[src/rtl/snn_pkg.sv]
// Shared types and constants for the spiking-neuron blocks.
// Default sizes here match a 4-input neuron with 4-bit weights.
package snn_pkg;

  typedef enum logic {
    INTEGRATE  = 1'b0,
    REFRACTORY = 1'b1
  } lif_state_e;

  localparam int DEF_NUM_PRE = 4;
  localparam int DEF_W_WIDTH = 4;
  localparam int ADAPT_STEP  = 8;

  // One extra bit beyond the exact bound keeps the sum safely unsigned.
  function automatic int sum_width(input int num_pre, input int w_width);
    return w_width + $clog2(num_pre) + 1;
  endfunction

  localparam int SUM_WIDTH = sum_width(DEF_NUM_PRE, DEF_W_WIDTH);

endpackage

[src/rtl/weighted_spike_adder.sv]
// Combinational sum of the packed weights whose pre-synaptic spike is set.
// Input 0 owns the most significant weight slice.
module weighted_spike_adder
  import snn_pkg::*;
#(
  parameter int NUM_PRE = DEF_NUM_PRE,
  parameter int W_WIDTH = DEF_W_WIDTH,
  parameter int SUM_W   = sum_width(NUM_PRE, W_WIDTH)
) (
  input  logic [NUM_PRE-1:0]         pre_spike,
  input  logic [NUM_PRE*W_WIDTH-1:0] weight,
  output logic [SUM_W-1:0]           syn
);

  always_comb begin
    syn = '0;
    for (int i = 0; i < NUM_PRE; i++) begin
      if (pre_spike[i]) begin
        syn = syn + SUM_W'(weight[(NUM_PRE-1-i)*W_WIDTH +: W_WIDTH]);
      end
    end
  end

endmodule

[src/rtl/lif_post_neuron.sv]
// Leaky integrate-and-fire post-synaptic neuron with refractory period.
// Define LIF_ADAPT_EN to add a spike-driven adaptive threshold.
module lif_post_neuron
  import snn_pkg::*;
#(
  parameter int NUM_PRE       = DEF_NUM_PRE,
  parameter int W_WIDTH       = DEF_W_WIDTH,
  parameter int V_WIDTH       = 8,
  parameter int THRESHOLD     = 32,
  parameter int LEAK_SHIFT    = 3,
  parameter int REFRAC_CYCLES = 4
) (
  input  logic                       clk,
  input  logic                       rst_n,
  input  logic                       en,
  input  logic [NUM_PRE-1:0]         pre_spike,
  input  logic [NUM_PRE*W_WIDTH-1:0] weight,
  output logic                       post_spike,
  output logic [V_WIDTH-1:0]         membrane,
  output logic                       refractory,
  output logic [7:0]                 spike_count
);

  localparam int SW   = sum_width(NUM_PRE, W_WIDTH);
  localparam int VW2  = V_WIDTH + 2;
  localparam int RC_W = (REFRAC_CYCLES > 1) ? $clog2(REFRAC_CYCLES) : 1;
  localparam logic [VW2-1:0]  V_MAX     = VW2'((2 ** V_WIDTH) - 1);
  localparam logic [RC_W-1:0] RC_RELOAD = RC_W'((REFRAC_CYCLES > 0) ? REFRAC_CYCLES - 1 : 0);

  lif_state_e          state_q, state_d;
  logic [V_WIDTH-1:0]  v_q, v_d;
  logic                post_q, post_d;
  logic [7:0]          cnt_q, cnt_d;
  logic [RC_W-1:0]     rcnt_q, rcnt_d;
  logic [SW-1:0]       syn;
  logic [VW2-1:0]      v_ext, v_next, thr_eff;
  logic                fire;

  weighted_spike_adder #(
    .NUM_PRE (NUM_PRE),
    .W_WIDTH (W_WIDTH),
    .SUM_W   (SW)
  ) u_adder (
    .pre_spike (pre_spike),
    .weight    (weight),
    .syn       (syn)
  );

  assign v_ext  = VW2'(v_q);
  assign v_next = v_ext - (v_ext >> LEAK_SHIFT) + VW2'(syn);

`ifdef LIF_ADAPT_EN
  logic [7:0] adapt_q, adapt_d;
  assign thr_eff = VW2'(THRESHOLD) + VW2'(adapt_q);
`else
  assign thr_eff = VW2'(THRESHOLD);
`endif

  // Compared before clamping so a saturated membrane still fires.
  assign fire = en && (state_q == INTEGRATE) && (v_next >= thr_eff);

  always_comb begin
    state_d = state_q;
    v_d     = v_q;
    post_d  = 1'b0;
    cnt_d   = cnt_q;
    rcnt_d  = rcnt_q;
`ifdef LIF_ADAPT_EN
    adapt_d = adapt_q;
`endif
    if (en) begin
      case (state_q)
        INTEGRATE: begin
          if (fire) begin
            v_d    = '0;
            post_d = 1'b1;
            cnt_d  = (cnt_q == 8'hFF) ? cnt_q : cnt_q + 8'd1;
            if (REFRAC_CYCLES > 0) begin
              state_d = REFRACTORY;
              rcnt_d  = RC_RELOAD;
            end
`ifdef LIF_ADAPT_EN
            adapt_d = ({1'b0, adapt_q} + 9'(ADAPT_STEP) > 9'd255) ? 8'hFF
                                                                 : adapt_q + 8'(ADAPT_STEP);
`endif
          end else begin
            v_d = (v_next > V_MAX) ? V_MAX[V_WIDTH-1:0] : v_next[V_WIDTH-1:0];
`ifdef LIF_ADAPT_EN
            if (adapt_q != 8'd0) adapt_d = adapt_q - 8'd1;
`endif
          end
        end
        REFRACTORY: begin
          v_d = '0;
          if (rcnt_q == '0) state_d = INTEGRATE;
          else              rcnt_d  = rcnt_q - RC_W'(1);
        end
        default: state_d = INTEGRATE;
      endcase
    end
  end

  always_ff @(posedge clk) begin
    if (rst_n) begin
      state_q <= INTEGRATE;
      v_q     <= '0;
      post_q  <= 1'b0;
      cnt_q   <= '0;
      rcnt_q  <= '0;
`ifdef LIF_ADAPT_EN
      adapt_q <= '0;
`endif
    end else begin
      state_q <= state_d;
      v_q     <= v_d;
      post_q  <= post_d;
      cnt_q   <= cnt_d;
      rcnt_q  <= rcnt_d;
`ifdef LIF_ADAPT_EN
      adapt_q <= adapt_d;
`endif
    end
  end

  assign post_spike  = post_q;
  assign membrane    = v_q;
  assign refractory  = (state_q == REFRACTORY);
  assign spike_count = cnt_q;

endmodule

[config.mk]
export PLATFORM = sky130hd
export DESIGN_NAME = lif_post_neuron
export DESIGN_NICKNAME = d
export VERILOG_FILES = /design/src/rtl/snn_pkg.sv /design/src/rtl/weighted_spike_adder.sv /design/src/rtl/lif_post_neuron.sv
export SDC_FILE = /design/constraint.sdc
export NUM_CORES = 1
export LEC_CHECK = 0
export ABC_AREA = 0
export BUFFER_PORTS_ARGS = -buffer_cell sky130_fd_sc_hd__buf_2
export CELL_PAD_IN_SITES_DETAIL_PLACEMENT = 1
export CELL_PAD_IN_SITES_GLOBAL_PLACEMENT = 2
export CORE_MARGIN = 1.5
export CORE_UTILIZATION = 35
export CTS_CLUSTER_DIAMETER = 120
export DETAILED_ROUTE_END_ITERATION = 12
export PLACE_DENSITY_LB_ADDON = 0.1
export SLEW_MARGIN = 15
export SYNTH_ARGS = -nofsm -noshare
export SYNTH_HDL_FRONTEND = slang
export SYNTH_SLANG_ARGS = --single-unit
[constraint.sdc]
create_clock -name clk -period 13.95 [get_ports clk]
set_clock_uncertainty 0.2 [all_clocks]
set_input_delay 2.79 -clock clk [delete_from_list [all_inputs] [get_ports clk]]
set_output_delay 2.79 -clock clk [all_outputs]
set_load 0.02 [all_outputs]
# Word-level counts from Yosys, hierarchy flattened

Index checks and enable logic that the tools add are counted.

Magnitude comparators: 2
Mux-type cells: 13
Add/subtract/negate cells: 7
Equal/unequal tests: 3
Reduce and logical (&&, ||, !) cells: 6
Bitwise gates (word level): 3

Operator list:

| kind                                                 | count |
|---|---|
| 2-to-1 mux 7 bit                                     | 3 |
| 2-to-1 mux 8 bit                                     | 2 |
| one-hot mux 8 bit (2 select lines)                   | 1 |
| adder 7 x 4 -> 7 bit                                 | 2 |
| adder 9 x 8 -> 10 bit                                | 1 |
| >= comparator 10 x 6 -> 1 bit, second input constant | 1 |
| > comparator 10 x 8 -> 1 bit, second input constant  | 1 |
| subtractor 8 x 5 -> 9 bit                            | 1 |
| adder 8 x 1 -> 8 bit, second input constant          | 1 |
| == test 8 bit, second input constant                 | 1 |
| adder 4 x 4 -> 5 bit                                 | 1 |
| 2-to-1 mux 2 bit                                     | 2 |
| 2-to-1 mux 4 bit                                     | 1 |
| != test 2 bit, second input constant                 | 2 |
| one-hot mux 2 bit (2 select lines)                   | 1 |
| AND reduction 4 bit                                  | 1 |
| NOT 1 bit                                            | 3 |
| AND reduction 3 bit                                  | 1 |
| OR reduction 3 bit                                   | 1 |
| logical AND 1 bit                                    | 2 |
| zero test 2 bit                                      | 1 |
| 2-to-1 mux 1 bit                                     | 2 |
| one-hot mux 1 bit (2 select lines)                   | 1 |
| subtractor 2 x 1 -> 2 bit, second input constant     | 1 |

Bits in registers: 20
Logic and storage cells: 39
Output and inout port bits: 18
Input bits: 23

# Logic depth before layout (Yosys ltp)

Gate-level depths: netlist of run 1.

Depth in word-level cells: 12
Mapped depth: 25
Mapped depth without buffers: 23

# Hierarchy

A second synthesis of run 1 with hierarchy kept.

Cells, all modules: 261
Area, all modules: 2179.6 um2

Modules (own cells, without submodules):

| module               | sequential area each (um2) | area each (um2) | instances | cells an instance |
|---|---|---|---|---|
| lif_post_neuron      | 400.4                      | 1525.2          | 1         | 188 |
| weighted_spike_adder | 0.0                        | 654.4           | 1         | 73 |

# Worst setup path after synthesis of run 1

Ideal clock, no wire load.

Kind: input to register
Start point: input weight[12]
End point: register cnt_q[6], in the netlist spike_count[6]
Path buffers: 1
Library setup time: 0.123 ns
Data required time: 13.627 ns
Arrival: 7.588 ns
Stages on the path: 22
Setup slack: 6.039 ns
Path through: and2_1 ha_1 inv_1 fa_1 mux2i_1 fa_1 mux2i_1 inv_1 ha_1 a21o_1 a21oi_1 nor2b_1 o211ai_1 xnor2_1 ha_1 or2_2 a31oi_1 a2111oi_1 o32a_2 buf_4 nor3_1 mux2_1

Word-level cells in the longest chain between the ends: 11

RTL lines:

| item                                   | RTL line                   | text |
|---|---|---|
| start: declaration                     | lif_post_neuron.sv:17      | `input logic [NUM_PRE*W_WIDTH-1:0] weight,` |
| 2-to-1 mux 4 bit *                     | weighted_spike_adder.sv:18 | `if (pre_spike[i]) begin` |
| adder 4 x 4 -> 5 bit                   | weighted_spike_adder.sv:19 | `syn = syn + SUM_W'(weight[(NUM_PRE-1-i)*W_WIDTH +: W_WIDTH]);` |
| 2-to-1 mux 7 bit *                     | weighted_spike_adder.sv:18 |  |
| adder 7 x 4 -> 7 bit                   | weighted_spike_adder.sv:19 |  |
| 2-to-1 mux 7 bit *                     | weighted_spike_adder.sv:18 |  |
| adder 7 x 4 -> 7 bit                   | weighted_spike_adder.sv:19 |  |
| 2-to-1 mux 7 bit *                     | weighted_spike_adder.sv:18 |  |
| adder 9 x 8 -> 10 bit *                | lif_post_neuron.sv:50      | `assign v_next = v_ext - (v_ext >> LEAK_SHIFT) + VW2'(syn);` |
| >= comparator 10 x 6 -> 1 bit *        | lif_post_neuron.sv:60      | `assign fire = en && (state_q == INTEGRATE) && (v_next >= thr_eff);` |
| logical AND 1 bit *                    | lif_post_neuron.sv:60      |  |
| AND reduction 4 bit (no source line) * | n/a                        |  |
| end signal: assignment                 | lif_post_neuron.sv:117     | `cnt_q <= cnt_d;` |
| end: declaration                       | lif_post_neuron.sv:33      | `logic [7:0] cnt_q, cnt_d;` |

Every way passes the cells marked *; elsewhere a longest branch is shown, timed or not.
A chain may end at the register's enable or synchronous reset.

# Worst setup path in the final report of run 1

Start point: input pre_spike[0]
End point: register cnt_q[0], in the netlist spike_count[0]

Word-level cells in the longest chain between the ends: 11

RTL lines:

| item                                   | RTL line                   | text |
|---|---|---|
| start: declaration                     | lif_post_neuron.sv:16      | `input logic [NUM_PRE-1:0] pre_spike,` |
| 2-to-1 mux 4 bit *                     | weighted_spike_adder.sv:18 |  |
| adder 4 x 4 -> 5 bit                   | weighted_spike_adder.sv:19 |  |
| 2-to-1 mux 7 bit *                     | weighted_spike_adder.sv:18 |  |
| adder 7 x 4 -> 7 bit                   | weighted_spike_adder.sv:19 |  |
| 2-to-1 mux 7 bit *                     | weighted_spike_adder.sv:18 |  |
| adder 7 x 4 -> 7 bit                   | weighted_spike_adder.sv:19 |  |
| 2-to-1 mux 7 bit *                     | weighted_spike_adder.sv:18 |  |
| adder 9 x 8 -> 10 bit *                | lif_post_neuron.sv:50      |  |
| >= comparator 10 x 6 -> 1 bit *        | lif_post_neuron.sv:60      |  |
| logical AND 1 bit *                    | lif_post_neuron.sv:60      |  |
| AND reduction 4 bit (no source line) * | n/a                        |  |

Marked as above.

==> impl_metrics.env, run 1 <==
export IMPL_synth_compound_area_share_pct=23.0
export IMPL_postCtsSetupRepairBufs=0
export IMPL_max_freq_mhz=122
export IMPL_rows=28
export IMPL_relSlewSlack_pct=69.1
export IMPL_critPathLaunchType="input pin"
export IMPL_synthMuxAreaShare_pct=7.28
export IMPL_final_cells=364
export IMPL_worst_slack_ns=5.76
export IMPL_synth_commonest_cells="ha_1 (25), nor2_1 (22), dfxtp_1 (20), inv_1 (18), a21oi_1 (14)"
export IMPL_dp_cells=361
export IMPL_synth_cells=252
export IMPL_period_share_pct=58.7
export IMPL_multi_input_area_um2=1600
export IMPL_antenna_found_initial=0
export IMPL_htree_levels=1
export IMPL_cts_root_buf="clkbuf_8"
export IMPL_grt_overflow=0
export IMPL_syn_nets=305
export IMPL_slowest_delay_ns=0.50
export IMPL_portBuffers=40
export IMPL_holdWs_ns=0.305
export IMPL_cts_tree="done"
export IMPL_synth_avg_cell_area_um2=8.32
export IMPL_min_period_ns=8.19
export IMPL_fill_cells=737
export IMPL_syn_to_final_growth_pct=14.7
export IMPL_drc=0
export IMPL_path_cells="buf_2, and2_1, ha_1, inv_1, fa_1, mux2i_1, fa_1, mux2i_1, inv_1, ha_1, a21o_1, a21oi_1, xnor2_1, mux2_2, ha_1, o21ai_1, o21bai_1, nand4b_1, a2111oi_0, o32a_2, nor2_1, mux2_1"
export IMPL_grt_pass1_vias=1966
export IMPL_fin_setup_tns_ns=0
export IMPL_critPathKind="input pin to register"
export IMPL_worst_path_max_delay_cell="a2111oi_0"
export IMPL_peakVddDrop_uv=130
export IMPL_synth_top_family_by_area="compound AO/OA/AOI/OAI gates"
export IMPL_dp_slack_ns=5.41
export IMPL_drt_initial_drc_count=30
export IMPL_synth_xor_area_share_pct=5.85
export IMPL_async_flop_share_pct=0
export IMPL_fin_nets=344
export IMPL_place_gp_congestion=0.748
export IMPL_seqCellArea_um2=400
export IMPL_drive_above_1_share_pct=18.7
export IMPL_wl_per_cell_um=14.1
export IMPL_cts_max_path_buffers=2
export IMPL_synth_warnings=0
export IMPL_synth_cell_type_count=51
export IMPL_powerDensity_nw_per_um2=215
export IMPL_clk_insertion_delay_late_ns=0.26
export IMPL_synth_cell_area_um2=2100
export IMPL_ant_nets=0
export IMPL_ys_ff_latch=20
export IMPL_drt_wl_total_mm=5.15
export IMPL_ctsHoldBuffers=0
export IMPL_rsz0062_at_grt="no"
export IMPL_cts_sinks=20
export IMPL_grt_pass1_wl_mm=8.96
export IMPL_n_antenna_cell=0
export IMPL_arrival_ns=8.14
export IMPL_first_pass_iters=4
export IMPL_crit_path_max_fanout=12
export IMPL_synth_top_cell_by_area="dfxtp_1"
export IMPL_coreArea_um2=5850
export IMPL_fp_dieW_um=80.4
export IMPL_synthDominantCellAreaShare_pct=19.1
export IMPL_yosysMostFrequentCell="ha_1"
export IMPL_die_y_um=80.4
export IMPL_start_util_pct=35.8
export IMPL_hpwl_mm=4.37
export IMPL_design_portCount=41
export IMPL_cts_made_buffers=3
export IMPL_crit_top_cell="ha_1"
export IMPL_synth_simple_area_share_pct=19.5
export IMPL_power_leakage_nw=1.13
export IMPL_grt_max_degree=23
export IMPL_cp_required_ns=13.91
export IMPL_worst_pin_slew_ns=0.452
export IMPL_max_cap_violations=0
export IMPL_worst_hold_path_type="register to register"
export IMPL_status="finished, final reports clean"
export IMPL_synth_edf_count=0
export IMPL_die_area_um2=6460
export IMPL_slew_violations=0
export IMPL_endpoint_kind="register"
export IMPL_ys_seq_area_share_pct=19.1
export IMPL_synth_fa_ha_area_share_pct=20.7
export IMPL_setup_viol=0
export IMPL_hold_viol=0
export IMPL_ys_top_cells_by_area="dfxtp_1 (19%), ha_1 (15%), xnor2_1 (5.0%)"
export IMPL_via_count=1936
export IMPL_grt_total_usage_pct=17.6
export IMPL_cts_resized=0
export IMPL_synth_ff_type="dfxtp_1"
export IMPL_routed_via_density=5.32
export IMPL_path_clk_slew_ns=0.08
-- cell type report --
cell class | instances | area share, %
tap | 75 | 3.90
sequential | 20 | 16.7
clock buffer | 3 | 1.72
timing repair buffer | 40 | 8.33
inverter | 18 | 2.81
multi-input combinational | 208 | 66.6
-- metal layers --
layer,global-route usage [%],vias up,part of all wire (%)
met1,22.4,919,49
met2,30.8,26,47
met5,0,-,0
li1,-,987,-
met4,4.66,0,1.1
met3,2.27,4,2.7
-- cell families (layout without fill, tap and decap cells) --
logic type,after synthesis,in the layout
AND/OR/NAND/NOR,80,80
AO/OA/AOI/OAI,68,68
adder cells (fa/ha/maj),32,32
buffers and inverters,24,61
multiplexers,14,14
flip-flops,20,20
XOR/XNOR,14,14
-- per-stage QoR --
stage                     instance area, µm²  util, %  power, mW
after detailed placement                2360     40.4      0.482
final                                   2400     41.1      0.516
after floorplan                         2100        -      0.399
after CTS                               2400     41.1      0.525
after global routing                    2400     41.1      0.576
after global placement                  2360     40.4      0.482
-- power by group --
part,internal (mW),switching [mW],total [mW]
logic,0.163,0.232,0.395
clock network,0.0193,0.0201,0.0394
registers,0.0702,0.0113,0.0815
total,0.253,0.263,0.516
-- final timing paths --
| check | startpoint | endpoint | slack (ns) | cells after the start |
|---|---|---|---|---|
| setup / recovery | pre_spike[0] | spike_count[0] | 5.76 | 22 |
| hold / removal | spike_count[1] | spike_count[1] | 0.31 | 2 |
| setup reg to reg | membrane[3] | spike_count[0] | 9.75 | 15 |
| hold reg to reg | spike_count[1] | spike_count[1] | 0.31 | 2 |
-- state kept, by name, summed over array words and instances (netlist names) --
| register | cells |
|---|---|
| rcnt_q | 2 |
| spike_count | 8 |
| post_spike | 1 |
| membrane | 8 |
| refractory | 1 |
-- worst max-delay path, delay by kind of cell --
kind / cells / cell delay (ns)
AOI/OAI and AO/OA: 6 / 1.69
adders and majority gates: 5 / 1.68
and+or+nand+nor: 3 / 0.40
buffers and inverters: 3 / 0.27
xor gates and xnor gates: 1 / 0.08
muxes: 4 / 1.22
-- cell usage in the layout, fill, tap and decap left out, types with 2 or more instances in the layout --
master	n
xnor2_1	12
inv_1	18
buf_2	40
a21oi_1	14
nor2b_1	10
a211oi_1	4
nand3_1	7
mux2i_1	4
clkbuf_8	3
o21a_1	3
nand2b_1	3
nand2_1	13
mux2_2	6
o21ai_0	10
o21ai_1	3
a2111oi_0	2
dfxtp_1	20
and2_1	4
a21o_1	12
a211oi_2	2
fa_1	5
xor2_1	2
maj3_1	2
ha_1	25
mux2_1	4
or3_1	3
a22o_1	5
nor2_1	22
nor3_1	7
and3_1	4
Note: power is estimated with default switching activity, not from simulation.
==> inputs of run 2 (changes only) <==
- CORE_UTILIZATION: 35 -> 30
- clock period: 13.95 -> 7.15 ns (I/O delays scaled with it)
==> run 2 against run 1 <==
Compared with the run above:
- final cell count is 1.9% higher
- register-to-register slack worse by 6.7 ns
- global-route usage is 2.7 points lower
- flip-flop and latch count stayed put
- highest routed layer unchanged
- combinational power is 98% higher
- via count is 3.1% lower
- largest cell class unchanged
==> impl_metrics.env, run 2 (synthesized netlist as in run 1, its figures left out) <==
export IMPL_cts_max_path_buffers=2
export IMPL_fin_nets=345
export IMPL_drive_above_1_share_pct=19.9
export IMPL_place_gp_congestion=0.829
export IMPL_holdWs_ns=0.302
export IMPL_rsz0062_at_grt="no"
export IMPL_rows=30
export IMPL_grt_overflow=0
export IMPL_total_power_mw=1.06
export IMPL_drc=0
export IMPL_slew_violations=0
export IMPL_coreArea_um2=6760
export IMPL_hpwl_mm=4.44
export IMPL_hold_viol=0
export IMPL_first_pass_iters=4
export IMPL_crit_path_max_fanout=12
export IMPL_design_portCount=41
export IMPL_seqCellArea_um2=400
export IMPL_fp_dieW_um=86.6
export IMPL_fill_cells=827
export IMPL_htree_levels=1
export IMPL_reg2reg_slack_ns=3.01
export IMPL_endpoint_kind="register"
export IMPL_fin_setup_tns_ns=0
export IMPL_clk_insertion_delay_late_ns=0.27
export IMPL_powerDensity_nw_per_um2=430
export IMPL_cp_top_family="compound AO/OA/AOI/OAI gates"
export IMPL_r2r_start="membrane[3]"
export IMPL_path_buf_inv=2
export IMPL_syn_to_final_growth_pct=17.3
export IMPL_multi_input_area_um2=1610
export IMPL_fin_util_pct=36.4
export IMPL_drt_initial_drc_count=33
export IMPL_max_cap_violations=0
export IMPL_min_from="membrane[0]"
export IMPL_startpoint="pre_spike[0]"
export IMPL_min_period_ns=6.71
export IMPL_ant_nets=0
export IMPL_n_antenna_cell=0
export IMPL_layout_common_cells="buf_2 (40), ha_1 (25), nor2_1 (22)"
export IMPL_slowest_delay_ns=0.49
export IMPL_path_depth=23
export IMPL_path_clk_slew_ns=0.09
export IMPL_critPathKind="input pin to register"
export IMPL_antenna_found_initial=0
export IMPL_ctsHoldBuffers=0
export IMPL_power_leakage_nw=1.15
export IMPL_critPathLaunchType="input pin"
export IMPL_worst_pin_slew_ns=0.422
export IMPL_ff2ff_path_depth=15
export IMPL_final_area_um2=2460
export IMPL_max_freq_mhz=149
export IMPL_cts_sinks=20
export IMPL_peakVddDrop_uv=136
export IMPL_grt_total_usage_pct=14.9
export IMPL_worst_path_max_delay_cell="o32a_2"
export IMPL_grt_pass1_wl_mm=8.94
export IMPL_portBuffers=40
export IMPL_grt_max_degree=23
export IMPL_placed_area_um2=2380
export IMPL_die_y_um=86.6
export IMPL_wl_per_cell_um=14.2
export IMPL_setup_viol=0
export IMPL_crit_top_cell="ha_1"
export IMPL_die_area_um2=7500
export IMPL_drt_wl_total_mm=5.28
export IMPL_worstHoldPathCells=1
export IMPL_status="finished, final reports clean"
export IMPL_via_count=1876
export IMPL_worst_hold_path_type="register to register"
export IMPL_path_cells="buf_2, and2_1, ha_1, inv_1, fa_1, mux2i_2, ha_1, a21o_1, a21oi_1, xnor2_1, mux2_2, ha_1, o21a_1, o21a_1, xor2_1, ha_1, o21ai_0, o21ai_1, a31oi_1, a2111oi_2, o32a_2, nor3_1, mux2_1"
export IMPL_cts_tree="done"
export IMPL_grt_pass1_vias=1888
export IMPL_routed_via_density=5.06
export IMPL_rr_endpoint="spike_count[4]"
export IMPL_cts_made_buffers=3
export IMPL_final_common_cell="buf_2"
export IMPL_cp_required_ns=7.11
export IMPL_arrival_ns=6.67
export IMPL_cts_root_buf="clkbuf_8"
export IMPL_holdPathEnd="membrane[0]"
export IMPL_relSlewSlack_pct=71.2
export IMPL_start_util_pct=31.0
export IMPL_period_share_pct=93.8
==> run 2: changes by cell type in the layout (fill, tap and decap cells not counted) <==
cell       previous run  this run
a2111oi_2             0         1
mux2i_1               4         3
buf_4                 0         1
a2111oi_0             2         1
bufinv_16             0         1
mux2i_2               0         1
==> run 2: how the worst max path moves through the flow <==
stage / endpoint / slack [ns]
after floorplan: spike_count[6] / 0.60
after global placement: spike_count[0] / 0.13
after detailed placement: spike_count[0] / -0.02
after CTS: membrane[1] / 0.25
after global routing: membrane[3] / 0.05
final: spike_count[4] / 0.44
==> run 2: metrics by stage <==
stage	cells	setup WS (ns)
2_1_floorplan	252	0.599
3_3_place_gp	367	0.127
3_5_place_dp	367	-0.0164
4_1_cts	371	0.245
5_1_grt	371	0.0471
6_report	371	0.444
==> run 2: metal layers <==
layer / global-route usage [%] / vias up / part of all wire, % / wire (µm)
li1: - / 989 / - / -
met1: 20.1 / 861 / 50 / 2660
met2: 25.6 / 24 / 46 / 2450
met3: 2.38 / 2 / 2.5 / 132
met4: 1.76 / 0 / 0.51 / 27
met5: 0 / - / 0 / 0
==> run 2: cell type report <==
class                           count  area share, %
Multi-Input combinational cell    208           65.5
Sequential cell                    20           16.3
Timing Repair Buffer               41           8.45
Tap cell                           80           4.07
Inverter                           18           2.75
Clock buffer                        3           1.68
Clock inverter                      1           1.22
==> run 2: timing repair <==
item,CTS,global route
resized for setup,0,3
buffers inserted,0,0
setup endpoints to repair,0,13
==> run 2: where the power goes <==
group / internal, mW / total, mW / switching [mW] / leakage (nW)
clock network: 0.0748 / 0.118 / 0.0430 / 0.0357
logic: 0.323 / 0.782 / 0.459 / 0.950
registers: 0.137 / 0.158 / 0.0210 / 0.163
